**config.mk**
```make
export PLATFORM = sky130hd
export DESIGN_NAME = id_ex_pipe_reg_flat
export DESIGN_NICKNAME = d
export VERILOG_FILES = /design/src/rtl/id_ex_pipe_reg_if.sv /design/src/rtl/id_ex_pipe_reg.sv /design/src/flat_wrapper.sv
export SDC_FILE = /design/constraint.sdc
export NUM_CORES = 1
export LEC_CHECK = 0
export BUFFER_PORTS_ARGS = -buffer_cell sky130_fd_sc_hd__buf_2
export CORE_MARGIN = 10
export CORE_UTILIZATION = 50
export CTS_BUF_LIST = sky130_fd_sc_hd__clkbuf_16
export CTS_CLUSTER_SIZE = 28
export DETAILED_ROUTE_END_ITERATION = 10
export HOLD_SLACK_MARGIN = 0.06
export PLACE_DENSITY = 0.94
export SETUP_SLACK_MARGIN = 0.05
export SLEW_MARGIN = 20
export SYNTH_ARGS = -nofsm -noshare
export SYNTH_HDL_FRONTEND = slang
export SYNTH_SLANG_ARGS = --single-unit
```
**constraint.sdc**
```tcl
create_clock -name clk -period 3.8 [get_ports clk]
set_input_delay 1.14 -clock clk [delete_from_list [all_inputs] [get_ports clk]]
set_output_delay 1.14 -clock clk [all_outputs]
set_load 0.01 [all_outputs]
```
**src/rtl/id_ex_pipe_reg_if.sv**
```systemverilog
// id_ex_pipe_reg_if
// Bundles the decode-side inputs and the execute-side outputs of the ID/EX
// pipeline register.
//   slave  : seen by the pipeline register (takes *_i, drives *_o)
//   master : seen by the surrounding pipeline (drives *_i, takes *_o)
// Signal groups:
//   stall_i / flush_i / valid_i    pipeline control from later stages and ID
//   control bits + aluop           WB/MEM/EX control from the control unit
//   pc_plus4 / dato1 / dato2 / signext   datapath operands
//   rs / rt / rd / funct           instruction fields
//   hazard_stall_o                 load-use stall request (combinational)
//   bubble_cnt_o                   saturating count of flush/hazard bubbles
interface id_ex_pipe_reg_if #(
  parameter int DATA_W  = 32,
  parameter int REG_W   = 5,
  parameter int ALUOP_W = 3,
  parameter int FUNCT_W = 6,
  parameter int CNT_W   = 16
);
  logic               stall_i;
  logic               flush_i;
  logic               valid_i;
  logic               br_en_i;
  logic               mem_to_br_i;
  logic               branch_i;
  logic               memw_i;
  logic               memr_i;
  logic               regdst_i;
  logic               alusrc_i;
  logic [ALUOP_W-1:0] aluop_i;
  logic [DATA_W-1:0]  pc_plus4_i;
  logic [DATA_W-1:0]  dato1_i;
  logic [DATA_W-1:0]  dato2_i;
  logic [DATA_W-1:0]  signext_i;
  logic [REG_W-1:0]   rs_i;
  logic [REG_W-1:0]   rt_i;
  logic [REG_W-1:0]   rd_i;
  logic [FUNCT_W-1:0] funct_i;

  logic               valid_o;
  logic               br_en_o;
  logic               mem_to_br_o;
  logic               branch_o;
  logic               memw_o;
  logic               memr_o;
  logic               regdst_o;
  logic               alusrc_o;
  logic [ALUOP_W-1:0] aluop_o;
  logic [DATA_W-1:0]  pc_plus4_o;
  logic [DATA_W-1:0]  dato1_o;
  logic [DATA_W-1:0]  dato2_o;
  logic [DATA_W-1:0]  signext_o;
  logic [REG_W-1:0]   rs_o;
  logic [REG_W-1:0]   rt_o;
  logic [REG_W-1:0]   rd_o;
  logic [FUNCT_W-1:0] funct_o;
  logic               hazard_stall_o;
  logic [CNT_W-1:0]   bubble_cnt_o;

  modport slave (
    input  stall_i, flush_i, valid_i,
    input  br_en_i, mem_to_br_i, branch_i, memw_i, memr_i, regdst_i, alusrc_i, aluop_i,
    input  pc_plus4_i, dato1_i, dato2_i, signext_i, rs_i, rt_i, rd_i, funct_i,
    output valid_o,
    output br_en_o, mem_to_br_o, branch_o, memw_o, memr_o, regdst_o, alusrc_o, aluop_o,
    output pc_plus4_o, dato1_o, dato2_o, signext_o, rs_o, rt_o, rd_o, funct_o,
    output hazard_stall_o, bubble_cnt_o
  );

  modport master (
    output stall_i, flush_i, valid_i,
    output br_en_i, mem_to_br_i, branch_i, memw_i, memr_i, regdst_i, alusrc_i, aluop_i,
    output pc_plus4_i, dato1_i, dato2_i, signext_i, rs_i, rt_i, rd_i, funct_i,
    input  valid_o,
    input  br_en_o, mem_to_br_o, branch_o, memw_o, memr_o, regdst_o, alusrc_o, aluop_o,
    input  pc_plus4_o, dato1_o, dato2_o, signext_o, rs_o, rt_o, rd_o, funct_o,
    input  hazard_stall_o, bubble_cnt_o
  );
endinterface

```
**src/rtl/id_ex_pipe_reg.sv**
```systemverilog
// id_ex_pipe_reg
// ID/EX pipeline register of the 5-stage MIPS core with valid tracking,
// freeze, branch flush, load-use hazard detection with bubble insertion and
// a saturating bubble counter.
// Ports:
//   clk      rising-edge clock
//   reset_n  asynchronous active-low reset, clears every register
//   bus      id_ex_pipe_reg_if.slave (decode inputs, execute outputs,
//            hazard_stall_o, bubble_cnt_o)
// Update priority on each edge: stall (hold) > flush (counted bubble) >
// load-use hazard (counted bubble) > empty ID slot (uncounted bubble) > load.
module id_ex_pipe_reg #(
  parameter int DATA_W  = 32,
  parameter int REG_W   = 5,
  parameter int ALUOP_W = 3,
  parameter int FUNCT_W = 6,
  parameter int CNT_W   = 16
) (
  input  logic           clk,
  input  logic           reset_n,
  id_ex_pipe_reg_if.slave bus
);

  logic               valid_r;
  logic               br_en_r;
  logic               mem_to_br_r;
  logic               branch_r;
  logic               memw_r;
  logic               memr_r;
  logic               regdst_r;
  logic               alusrc_r;
  logic [ALUOP_W-1:0] aluop_r;
  logic [DATA_W-1:0]  pc_plus4_r;
  logic [DATA_W-1:0]  dato1_r;
  logic [DATA_W-1:0]  dato2_r;
  logic [DATA_W-1:0]  signext_r;
  logic [REG_W-1:0]   rs_r;
  logic [REG_W-1:0]   rt_r;
  logic [REG_W-1:0]   rd_r;
  logic [FUNCT_W-1:0] funct_r;
  logic [CNT_W-1:0]   cnt_r;

  logic hazard_s;
  logic load_s;
  logic bubble_s;
  logic count_s;
  logic cnt_inc_s;

  // A valid load in EX whose non-zero rt is a source of the valid ID
  // instruction; a flush already kills the ID instruction so it cannot stall.
  assign hazard_s = valid_r & memr_r & (rt_r != {REG_W{1'b0}}) & bus.valid_i &
                    ((rt_r == bus.rs_i) | (rt_r == bus.rt_i)) & ~bus.flush_i;

  // Saturate instead of wrapping so the monitor never under-reports.
  assign cnt_inc_s = count_s & (cnt_r != {CNT_W{1'b1}});

  // Decide what the register does on the coming edge.
  always_comb begin
    load_s   = 1'b0;
    bubble_s = 1'b0;
    count_s  = 1'b0;
    if (bus.stall_i) begin
      load_s   = 1'b0;
      bubble_s = 1'b0;
    end else if (bus.flush_i) begin
      bubble_s = 1'b1;
      count_s  = 1'b1;
    end else if (hazard_s) begin
      bubble_s = 1'b1;
      count_s  = 1'b1;
    end else if (!bus.valid_i) begin
      bubble_s = 1'b1;
    end else begin
      load_s = 1'b1;
    end
  end

  // Control and valid bits: loaded from ID or zeroed on a bubble.
  always_ff @(posedge clk or negedge reset_n) begin
    if (!reset_n) begin
      valid_r     <= 1'b0;
      br_en_r     <= 1'b0;
      mem_to_br_r <= 1'b0;
      branch_r    <= 1'b0;
      memw_r      <= 1'b0;
      memr_r      <= 1'b0;
      regdst_r    <= 1'b0;
      alusrc_r    <= 1'b0;
      aluop_r     <= {ALUOP_W{1'b0}};
    end else if (load_s) begin
      valid_r     <= 1'b1;
      br_en_r     <= bus.br_en_i;
      mem_to_br_r <= bus.mem_to_br_i;
      branch_r    <= bus.branch_i;
      memw_r      <= bus.memw_i;
      memr_r      <= bus.memr_i;
      regdst_r    <= bus.regdst_i;
      alusrc_r    <= bus.alusrc_i;
      aluop_r     <= bus.aluop_i;
    end else if (bubble_s) begin
      valid_r     <= 1'b0;
      br_en_r     <= 1'b0;
      mem_to_br_r <= 1'b0;
      branch_r    <= 1'b0;
      memw_r      <= 1'b0;
      memr_r      <= 1'b0;
      regdst_r    <= 1'b0;
      alusrc_r    <= 1'b0;
      aluop_r     <= {ALUOP_W{1'b0}};
    end
  end

  // Datapath and register fields: only a real load changes them; bubbles
  // leave them untouched since a cleared valid bit already neutralises them.
  always_ff @(posedge clk or negedge reset_n) begin
    if (!reset_n) begin
      pc_plus4_r <= {DATA_W{1'b0}};
      dato1_r    <= {DATA_W{1'b0}};
      dato2_r    <= {DATA_W{1'b0}};
      signext_r  <= {DATA_W{1'b0}};
      rs_r       <= {REG_W{1'b0}};
      rt_r       <= {REG_W{1'b0}};
      rd_r       <= {REG_W{1'b0}};
      funct_r    <= {FUNCT_W{1'b0}};
    end else if (load_s) begin
      pc_plus4_r <= bus.pc_plus4_i;
      dato1_r    <= bus.dato1_i;
      dato2_r    <= bus.dato2_i;
      signext_r  <= bus.signext_i;
      rs_r       <= bus.rs_i;
      rt_r       <= bus.rt_i;
      rd_r       <= bus.rd_i;
      funct_r    <= bus.funct_i;
    end
  end

  // Bubble counter for flush and hazard bubbles.
  always_ff @(posedge clk or negedge reset_n) begin
    if (!reset_n) begin
      cnt_r <= {CNT_W{1'b0}};
    end else if (cnt_inc_s) begin
      cnt_r <= cnt_r + {{(CNT_W-1){1'b0}}, 1'b1};
    end
  end

  assign bus.valid_o        = valid_r;
  assign bus.br_en_o        = br_en_r;
  assign bus.mem_to_br_o    = mem_to_br_r;
  assign bus.branch_o       = branch_r;
  assign bus.memw_o         = memw_r;
  assign bus.memr_o         = memr_r;
  assign bus.regdst_o       = regdst_r;
  assign bus.alusrc_o       = alusrc_r;
  assign bus.aluop_o        = aluop_r;
  assign bus.pc_plus4_o     = pc_plus4_r;
  assign bus.dato1_o        = dato1_r;
  assign bus.dato2_o        = dato2_r;
  assign bus.signext_o      = signext_r;
  assign bus.rs_o           = rs_r;
  assign bus.rt_o           = rt_r;
  assign bus.rd_o           = rd_r;
  assign bus.funct_o        = funct_r;
  assign bus.hazard_stall_o = hazard_s;
  assign bus.bubble_cnt_o   = cnt_r;

endmodule
```
**src/flat_wrapper.sv**
```systemverilog
// flat-port wrapper written by rule: the top's interface ports become plain ports
module id_ex_pipe_reg_flat 
#(
  parameter int DATA_W  = 32,
  parameter int REG_W   = 5,
  parameter int ALUOP_W = 3,
  parameter int FUNCT_W = 6,
  parameter int CNT_W   = 16
)
  (clk, reset_n, bus_stall_i, bus_flush_i, bus_valid_i, bus_br_en_i, bus_mem_to_br_i, bus_branch_i, bus_memw_i, bus_memr_i, bus_regdst_i, bus_alusrc_i, bus_aluop_i, bus_pc_plus4_i, bus_dato1_i, bus_dato2_i, bus_signext_i, bus_rs_i, bus_rt_i, bus_rd_i, bus_funct_i, bus_valid_o, bus_br_en_o, bus_mem_to_br_o, bus_branch_o, bus_memw_o, bus_memr_o, bus_regdst_o, bus_alusrc_o, bus_aluop_o, bus_pc_plus4_o, bus_dato1_o, bus_dato2_o, bus_signext_o, bus_rs_o, bus_rt_o, bus_rd_o, bus_funct_o, bus_hazard_stall_o, bus_bubble_cnt_o);
  id_ex_pipe_reg_if #(.DATA_W(DATA_W), .REG_W(REG_W), .ALUOP_W(ALUOP_W), .FUNCT_W(FUNCT_W), .CNT_W(CNT_W)) bus_i ();
  input  logic clk;
  input  logic reset_n;
  input wire logic [$bits(bus_i.stall_i)-1:0] bus_stall_i;
  input wire logic [$bits(bus_i.flush_i)-1:0] bus_flush_i;
  input wire logic [$bits(bus_i.valid_i)-1:0] bus_valid_i;
  input wire logic [$bits(bus_i.br_en_i)-1:0] bus_br_en_i;
  input wire logic [$bits(bus_i.mem_to_br_i)-1:0] bus_mem_to_br_i;
  input wire logic [$bits(bus_i.branch_i)-1:0] bus_branch_i;
  input wire logic [$bits(bus_i.memw_i)-1:0] bus_memw_i;
  input wire logic [$bits(bus_i.memr_i)-1:0] bus_memr_i;
  input wire logic [$bits(bus_i.regdst_i)-1:0] bus_regdst_i;
  input wire logic [$bits(bus_i.alusrc_i)-1:0] bus_alusrc_i;
  input wire logic [$bits(bus_i.aluop_i)-1:0] bus_aluop_i;
  input wire logic [$bits(bus_i.pc_plus4_i)-1:0] bus_pc_plus4_i;
  input wire logic [$bits(bus_i.dato1_i)-1:0] bus_dato1_i;
  input wire logic [$bits(bus_i.dato2_i)-1:0] bus_dato2_i;
  input wire logic [$bits(bus_i.signext_i)-1:0] bus_signext_i;
  input wire logic [$bits(bus_i.rs_i)-1:0] bus_rs_i;
  input wire logic [$bits(bus_i.rt_i)-1:0] bus_rt_i;
  input wire logic [$bits(bus_i.rd_i)-1:0] bus_rd_i;
  input wire logic [$bits(bus_i.funct_i)-1:0] bus_funct_i;
  output wire logic [$bits(bus_i.valid_o)-1:0] bus_valid_o;
  output wire logic [$bits(bus_i.br_en_o)-1:0] bus_br_en_o;
  output wire logic [$bits(bus_i.mem_to_br_o)-1:0] bus_mem_to_br_o;
  output wire logic [$bits(bus_i.branch_o)-1:0] bus_branch_o;
  output wire logic [$bits(bus_i.memw_o)-1:0] bus_memw_o;
  output wire logic [$bits(bus_i.memr_o)-1:0] bus_memr_o;
  output wire logic [$bits(bus_i.regdst_o)-1:0] bus_regdst_o;
  output wire logic [$bits(bus_i.alusrc_o)-1:0] bus_alusrc_o;
  output wire logic [$bits(bus_i.aluop_o)-1:0] bus_aluop_o;
  output wire logic [$bits(bus_i.pc_plus4_o)-1:0] bus_pc_plus4_o;
  output wire logic [$bits(bus_i.dato1_o)-1:0] bus_dato1_o;
  output wire logic [$bits(bus_i.dato2_o)-1:0] bus_dato2_o;
  output wire logic [$bits(bus_i.signext_o)-1:0] bus_signext_o;
  output wire logic [$bits(bus_i.rs_o)-1:0] bus_rs_o;
  output wire logic [$bits(bus_i.rt_o)-1:0] bus_rt_o;
  output wire logic [$bits(bus_i.rd_o)-1:0] bus_rd_o;
  output wire logic [$bits(bus_i.funct_o)-1:0] bus_funct_o;
  output wire logic [$bits(bus_i.hazard_stall_o)-1:0] bus_hazard_stall_o;
  output wire logic [$bits(bus_i.bubble_cnt_o)-1:0] bus_bubble_cnt_o;
  assign bus_i.stall_i = bus_stall_i;
  assign bus_i.flush_i = bus_flush_i;
  assign bus_i.valid_i = bus_valid_i;
  assign bus_i.br_en_i = bus_br_en_i;
  assign bus_i.mem_to_br_i = bus_mem_to_br_i;
  assign bus_i.branch_i = bus_branch_i;
  assign bus_i.memw_i = bus_memw_i;
  assign bus_i.memr_i = bus_memr_i;
  assign bus_i.regdst_i = bus_regdst_i;
  assign bus_i.alusrc_i = bus_alusrc_i;
  assign bus_i.aluop_i = bus_aluop_i;
  assign bus_i.pc_plus4_i = bus_pc_plus4_i;
  assign bus_i.dato1_i = bus_dato1_i;
  assign bus_i.dato2_i = bus_dato2_i;
  assign bus_i.signext_i = bus_signext_i;
  assign bus_i.rs_i = bus_rs_i;
  assign bus_i.rt_i = bus_rt_i;
  assign bus_i.rd_i = bus_rd_i;
  assign bus_i.funct_i = bus_funct_i;
  assign bus_valid_o = bus_i.valid_o;
  assign bus_br_en_o = bus_i.br_en_o;
  assign bus_mem_to_br_o = bus_i.mem_to_br_o;
  assign bus_branch_o = bus_i.branch_o;
  assign bus_memw_o = bus_i.memw_o;
  assign bus_memr_o = bus_i.memr_o;
  assign bus_regdst_o = bus_i.regdst_o;
  assign bus_alusrc_o = bus_i.alusrc_o;
  assign bus_aluop_o = bus_i.aluop_o;
  assign bus_pc_plus4_o = bus_i.pc_plus4_o;
  assign bus_dato1_o = bus_i.dato1_o;
  assign bus_dato2_o = bus_i.dato2_o;
  assign bus_signext_o = bus_i.signext_o;
  assign bus_rs_o = bus_i.rs_o;
  assign bus_rt_o = bus_i.rt_o;
  assign bus_rd_o = bus_i.rd_o;
  assign bus_funct_o = bus_i.funct_o;
  assign bus_hazard_stall_o = bus_i.hazard_stall_o;
  assign bus_bubble_cnt_o = bus_i.bubble_cnt_o;
  id_ex_pipe_reg #(.DATA_W(DATA_W), .REG_W(REG_W), .ALUOP_W(ALUOP_W), .FUNCT_W(FUNCT_W), .CNT_W(CNT_W)) u_core (.clk(clk), .reset_n(reset_n), .bus(bus_i));
endmodule
```
# [After elaboration in Yosys (flattened, before gate mapping)]
# Cells that the tools add are included.
[word_totals] out_inout_bits=177 wordCells=54 ff_bits=176 input_bits=164
[classes] n_bitwise=8 n_mux=22 n_reduce_logical=2 n_eq_ne=3 n_addsub=1
[op_table] op="2-to-1 mux 1 bit" count=20
[op_table] op="adder 16 x 1 -> 16 bit (second input constant)" count=1
[op_table] op="inequality test 16 bit (second input constant)" count=1
[op_table] op="equality test 5 bit" count=2
[op_table] op="bitwise AND 1 bit" count=6
[op_table] op="2-to-1 mux 3 bit" count=2
[op_table] op="nonzero test 5 bit" count=1
[op_table] op="nonzero test 2 bit" count=1
[op_table] op="inverter 1 bit" count=1
[op_table] op="OR 1 bit" count=1

# [Depth between registers and ports, before layout]
[depth] word_depth=10 ltp_mapped=9

# [Least setup slack after synthesis]
# Ideal clock, no wire load.
[synth_timing] path_type="input to output" startpoint="input port bus_rs_i[4]" endpoint="output port bus_hazard_stall_o" slack_ns=0.889 path_stages=5 path_buffers=0 t_required_ns=2.660 arrival_time_ns=1.771 cell_sequence="xnor2_1 -> nand3_1 -> o22ai_2 -> nand2_1 -> nor2_1"
[synth_via] elab_chain_cells=4
[synth_lines] element="from (decl)" line_no="flat_wrapper.sv:29" text="input wire logic [$bits(bus_i.rs_i)-1:0] bus_rs_i;"
[synth_lines] element="equality test 5 bit" line_no="id_ex_pipe_reg.sv:52" text="((rt_r == bus.rs_i) | (rt_r == bus.rt_i)) & ~bus.flush_i;"
[synth_lines] element="OR 1 bit" line_no="id_ex_pipe_reg.sv:52"
[synth_lines] element="bitwise AND 1 bit" line_no="id_ex_pipe_reg.sv:51" text="assign hazard_s = valid_r & memr_r & (rt_r != {REG_W{1'b0}}) & bus.valid_i &"
[synth_lines] element="bitwise AND 1 bit" line_no="id_ex_pipe_reg.sv:52"
[synth_lines] element="to (decl)" line_no="flat_wrapper.sv:50" text="output wire logic [$bits(bus_i.hazard_stall_o)-1:0] bus_hazard_stall_o;"
# Every way passes these cells.

# [Final worst setup path]
[layout_timing] startpoint="input port bus_rs_i[0]" endpoint="output port bus_hazard_stall_o"
# Same word-level chain as after synthesis.

==> out/summary.txt <==
=================================================================================================
Number of storage elements in the synthesis netlist                                           176
Via density                                                                                  5.01
Number of distinct library cell variants in the gate-level netlist after synthesis             27
Worst path buffer plus inverter count                                                           2
Cts hold-fix bufs                                                                               0
DRC viols                                                                                       0
Die boundary width                                                                         140 µm
Number of DRC violations after detailed-routing iteration 0                                   169
Net count after synthesis                                                                     591
Vertical die dimension                                                                     140 µm
Routability-driven placement congestion ratio                                               0.794
Combinational group share of total power                                                    0.235
Fill count                                                                                    974
Most area-consuming cells after synthesis                                            sky130_fd_sc_hd__dfrtp_1, sky130_fd_sc_hd__mux2_4, sky130_fd_sc_hd__mux2_2
Portion of total power attributed to the clock network                                      0.305
Chain of cells forming the critical path                                             buf_2, xnor2_1, nand3_1, o22ai_2, nand2_1, nor2_1, buf_2
Cells after synthesis                                                                         426
Count of vias placed by the detailed router                                                  4823
Starting density of the core                                                                0.513
# placed instances                                                                            932
Standard-cell rows                                                                             43
Max FO, Critical Path                                                                           3
Final cell utilization of the core                                                          0.685
Sequential Area                                                                       0.00440 mm²
Number of warnings reported in the yosys synthesis log                                          0
Min-Delay Path Class                                                                      reg2reg
Remaining antenna violation count after routing                                                 0
Layout area overhead                                                                        33.5%
Antenna violations before repair                                                                2
Via count of the first global-routing pass                                                   5565
Setup TNS                                                                                    0 ns
Run status                                                                              completed
Startpoint types                                                                       input port
Sum of overflow across all layers after global routing                                          0
Critical path type                                                                         in2out
Share of the clock period used by the worst path                                            0.828
Max H-tree Level                                                                                4
Max_cap viols                                                                                   0
Synth Cell Area                                                                       0.00718 mm²
Critical path arrival                                                                     2.01 ns
Library cell used as clock root buffer                                               sky130_fd_sc_hd__clkbuf_16
Internal portion of total power                                                           3790 µW
Maximum clock path buffer count                                                                 2
Worst-skew pair later-pin latency                                                         0.43 ns
Clock tree from TritonCTS                                                                    done
Max Transition Viols Final                                                                      0
Largest stage delay, worst path                                                           0.22 ns
Die area                                                                               0.0195 mm²
Achievable frequency                                                                      318 MHz
Net count reported at finish                                                                  936
Area of combinational cells with multiple inputs                                      0.00260 mm²
Asr flop ratio synth                                                                         1.00
Sink Count                                                                                    176
Ys flop type                                                                         sky130_fd_sc_hd__dfrtp_1
Number of buffer cells added on primary ports                                                 340
CP top delay family                                                                  simple AND/OR/NAND/NOR gates
Number of ports placed on the die boundary                                                    341
Leak Pwr                                                                               0.00489 µW
CP dominant cell by count                                                            sky130_fd_sc_hd__buf_2
Combined global-route utilization of all metal layers                                       0.205
Total count of hold-check failures in the final report                                          0
Post-cts repair resize count                                                                    0
Sum of net half-perimeters after detailed placement                                       16.1 mm
Post-CTS setup-driven buffer insertion count                                                    0
CTS clk-pin slew, worst paths                                                             0.07 ns
Number of synthesized flops with an enable pin                                                  0
Final Non-Filler Cells                                                                        963
Wire length of the first global-routing pass                                              31.6 mm
Required time reported for the critical path endpoint                                     2.66 ns
Post-synth top area share                                                                   0.614
Sequential area share after synthesis                                                       0.614
Switching power total                                                                     1520 µW
Worst-margin pin slew                                                                    0.559 ns
First-pass iteration count of the detailed router                                               4
Pin count of the biggest net entering global routing                                           82
Worst vdd rail ir drop                                                                     310 µV
Min Clock Period, post-route                                                              3.15 ns
Wire length after detailed routing                                                        20.5 mm
Detailed-route wire length per cell                                                       21.3 µm
Avg Inst Size Synth                                                                      16.8 µm²
Sequential group share of total power                                                       0.459
Layout cell share with drive strength beyond 1                                              0.674
Final setup violating endpoints                                                                 0
Cell Pwr Density                                                                       554 mW/mm²
Yosys top cell by area                                                               sky130_fd_sc_hd__dfrtp_1
Core region area                                                                       0.0140 mm²
Critical-path top delay cell                                                         sky130_fd_sc_hd__o22ai_2
Critical path endpoint category                                                      primary output
Number of diodes                                                                                0
Worst-case clock skew                                                                   0.0108 ns
Net switching fraction of the power                                                         0.287
RSZ-0062 raised after global routing                                                        false
TritonCTS Buffers                                                                              17
Slew headroom                                                                               0.627
=================================================================================================
[stage by stage]
step	hold slack, ns	area, µm²	power (µW)	worst slack, ns
finish	0.494	9580	5310	0.652
global route	0.512	9580	5560	0.563
CTS	0.496	9580	5370	0.640
detailed placement	0.484	9040	3740	0.601
global placement	0.472	9040	3670	0.658
floorplan	0.519	7180	3100	0.889
[state kept, by name, indices dropped and copies added, names as in the netlist, 3 cells and up]
| register | cells |
|---|---|
| u_core.bus.signext_o | 32 |
| u_core.bus.rt_o | 5 |
| u_core.bus.bubble_cnt_o | 16 |
| u_core.bus.dato2_o | 32 |
| u_core.bus.aluop_o | 3 |
| u_core.bus.rd_o | 5 |
| u_core.bus.pc_plus4_o | 32 |
| u_core.bus.dato1_o | 32 |
| u_core.bus.rs_o | 5 |
| u_core.bus.funct_o | 6 |
[final timing paths]
check / from / end / slack (ns) / cells past startpoint
max in group asynchronous: reset_n / u_core.bus.dato2_o[30]$_DFFE_PN0P_ / 2.60 / 2
max reg2reg: u_core.bus.rt_o[4]$_DFFE_PN0P_ / u_core.bus.pc_plus4_o[17]$_DFFE_PN0P_ / 1.36 / 7
min in group asynchronous: reset_n / u_core.bus.bubble_cnt_o[5]$_DFFE_PN0P_ / 0.53 / 1
min reg2reg: u_core.bus.bubble_cnt_o[15]$_DFFE_PN0P_ / u_core.bus.bubble_cnt_o[15]$_DFFE_PN0P_ / 0.49 / 1
min: u_core.bus.bubble_cnt_o[15]$_DFFE_PN0P_ / u_core.bus.bubble_cnt_o[15]$_DFFE_PN0P_ / 0.49 / 1
max: bus_rs_i[0] / bus_hazard_stall_o / 0.65 / 7
[power by group through the flow]
stage	sequential (µW)	clock, µW	combinational [µW]
CTS	2440	1650	1280
global placement	2430	0	1230
floorplan	2600	0	499
global route	2480	1730	1350
detailed placement	2460	0	1280
finish	2440	1620	1250
[cell families after synthesis]
| group | Yosys count | synth area share |
|---|---|---|
| mux | 150 | 0.282 |
| fa+ha+maj | 1 | 0.00174 |
| xor+xnor | 25 | 0.0305 |
| buf+inv | 21 | 0.0244 |
| simple gates | 37 | 0.0286 |
| flops | 176 | 0.614 |
| compound gates | 16 | 0.0192 |
[area by class of cell]
| cell class | instances | area share |
|---|---|---|
| clock buffers | 17 | 0.0444 |
| clock inverters | 14 | 0.0125 |
| inverters | 1 | 0.000392 |
| multi-input cells | 229 | 0.272 |
| flip-flops and latches | 176 | 0.460 |
| well taps | 180 | 0.0235 |
| repair buffers | 346 | 0.188 |
[cells in the final DEF, fill, tap and decap left out, types with 4 or more instances in the layout]
cell type                    synthesis  final
sky130_fd_sc_hd__buf_2               8    339
sky130_fd_sc_hd__dfrtp_1           176    176
sky130_fd_sc_hd__mux2_4             89     89
sky130_fd_sc_hd__mux2_2             61     61
sky130_fd_sc_hd__xnor2_1            23     23
sky130_fd_sc_hd__clkbuf_16           0     17
sky130_fd_sc_hd__nand3_1            10     10
sky130_fd_sc_hd__a22o_1             10     10
sky130_fd_sc_hd__nand2_1             6      6
sky130_fd_sc_hd__nand4_1             5      5
sky130_fd_sc_hd__clkinvlp_4          0      5
sky130_fd_sc_hd__and2_1              4      4
sky130_fd_sc_hd__and3_1              5      4
sky130_fd_sc_hd__buf_12              0      4
[cells in the mapped netlist (2+ instances only)]
master                    instances
sky130_fd_sc_hd__xnor2_1         23
sky130_fd_sc_hd__nand3_1         10
sky130_fd_sc_hd__mux2_2          61
sky130_fd_sc_hd__and2_1           4
sky130_fd_sc_hd__buf_6           10
sky130_fd_sc_hd__xor2_1           2
sky130_fd_sc_hd__and3_1           5
sky130_fd_sc_hd__buf_2            8
sky130_fd_sc_hd__nand4_1          5
sky130_fd_sc_hd__mux2_4          89
sky130_fd_sc_hd__a21oi_1          2
sky130_fd_sc_hd__nor2_1           2
sky130_fd_sc_hd__and4_1           2
sky130_fd_sc_hd__a22o_1          10
sky130_fd_sc_hd__dfrtp_1        176
sky130_fd_sc_hd__nand2_1          6
[per-layer routing]
| layer | up-vias | track usage | share of wire |
|---|---|---|---|
| li1 | 2196 | - | - |
| met3 | 29 | 0.0670 | 0.075 |
| met5 | - | 0 | 0 |
| met2 | 224 | 0.366 | 0.53 |
| met4 | 0 | 0.0826 | 0.021 |
| met1 | 2374 | 0.217 | 0.37 |
Note: power is estimated with default switching activity, not from simulation.
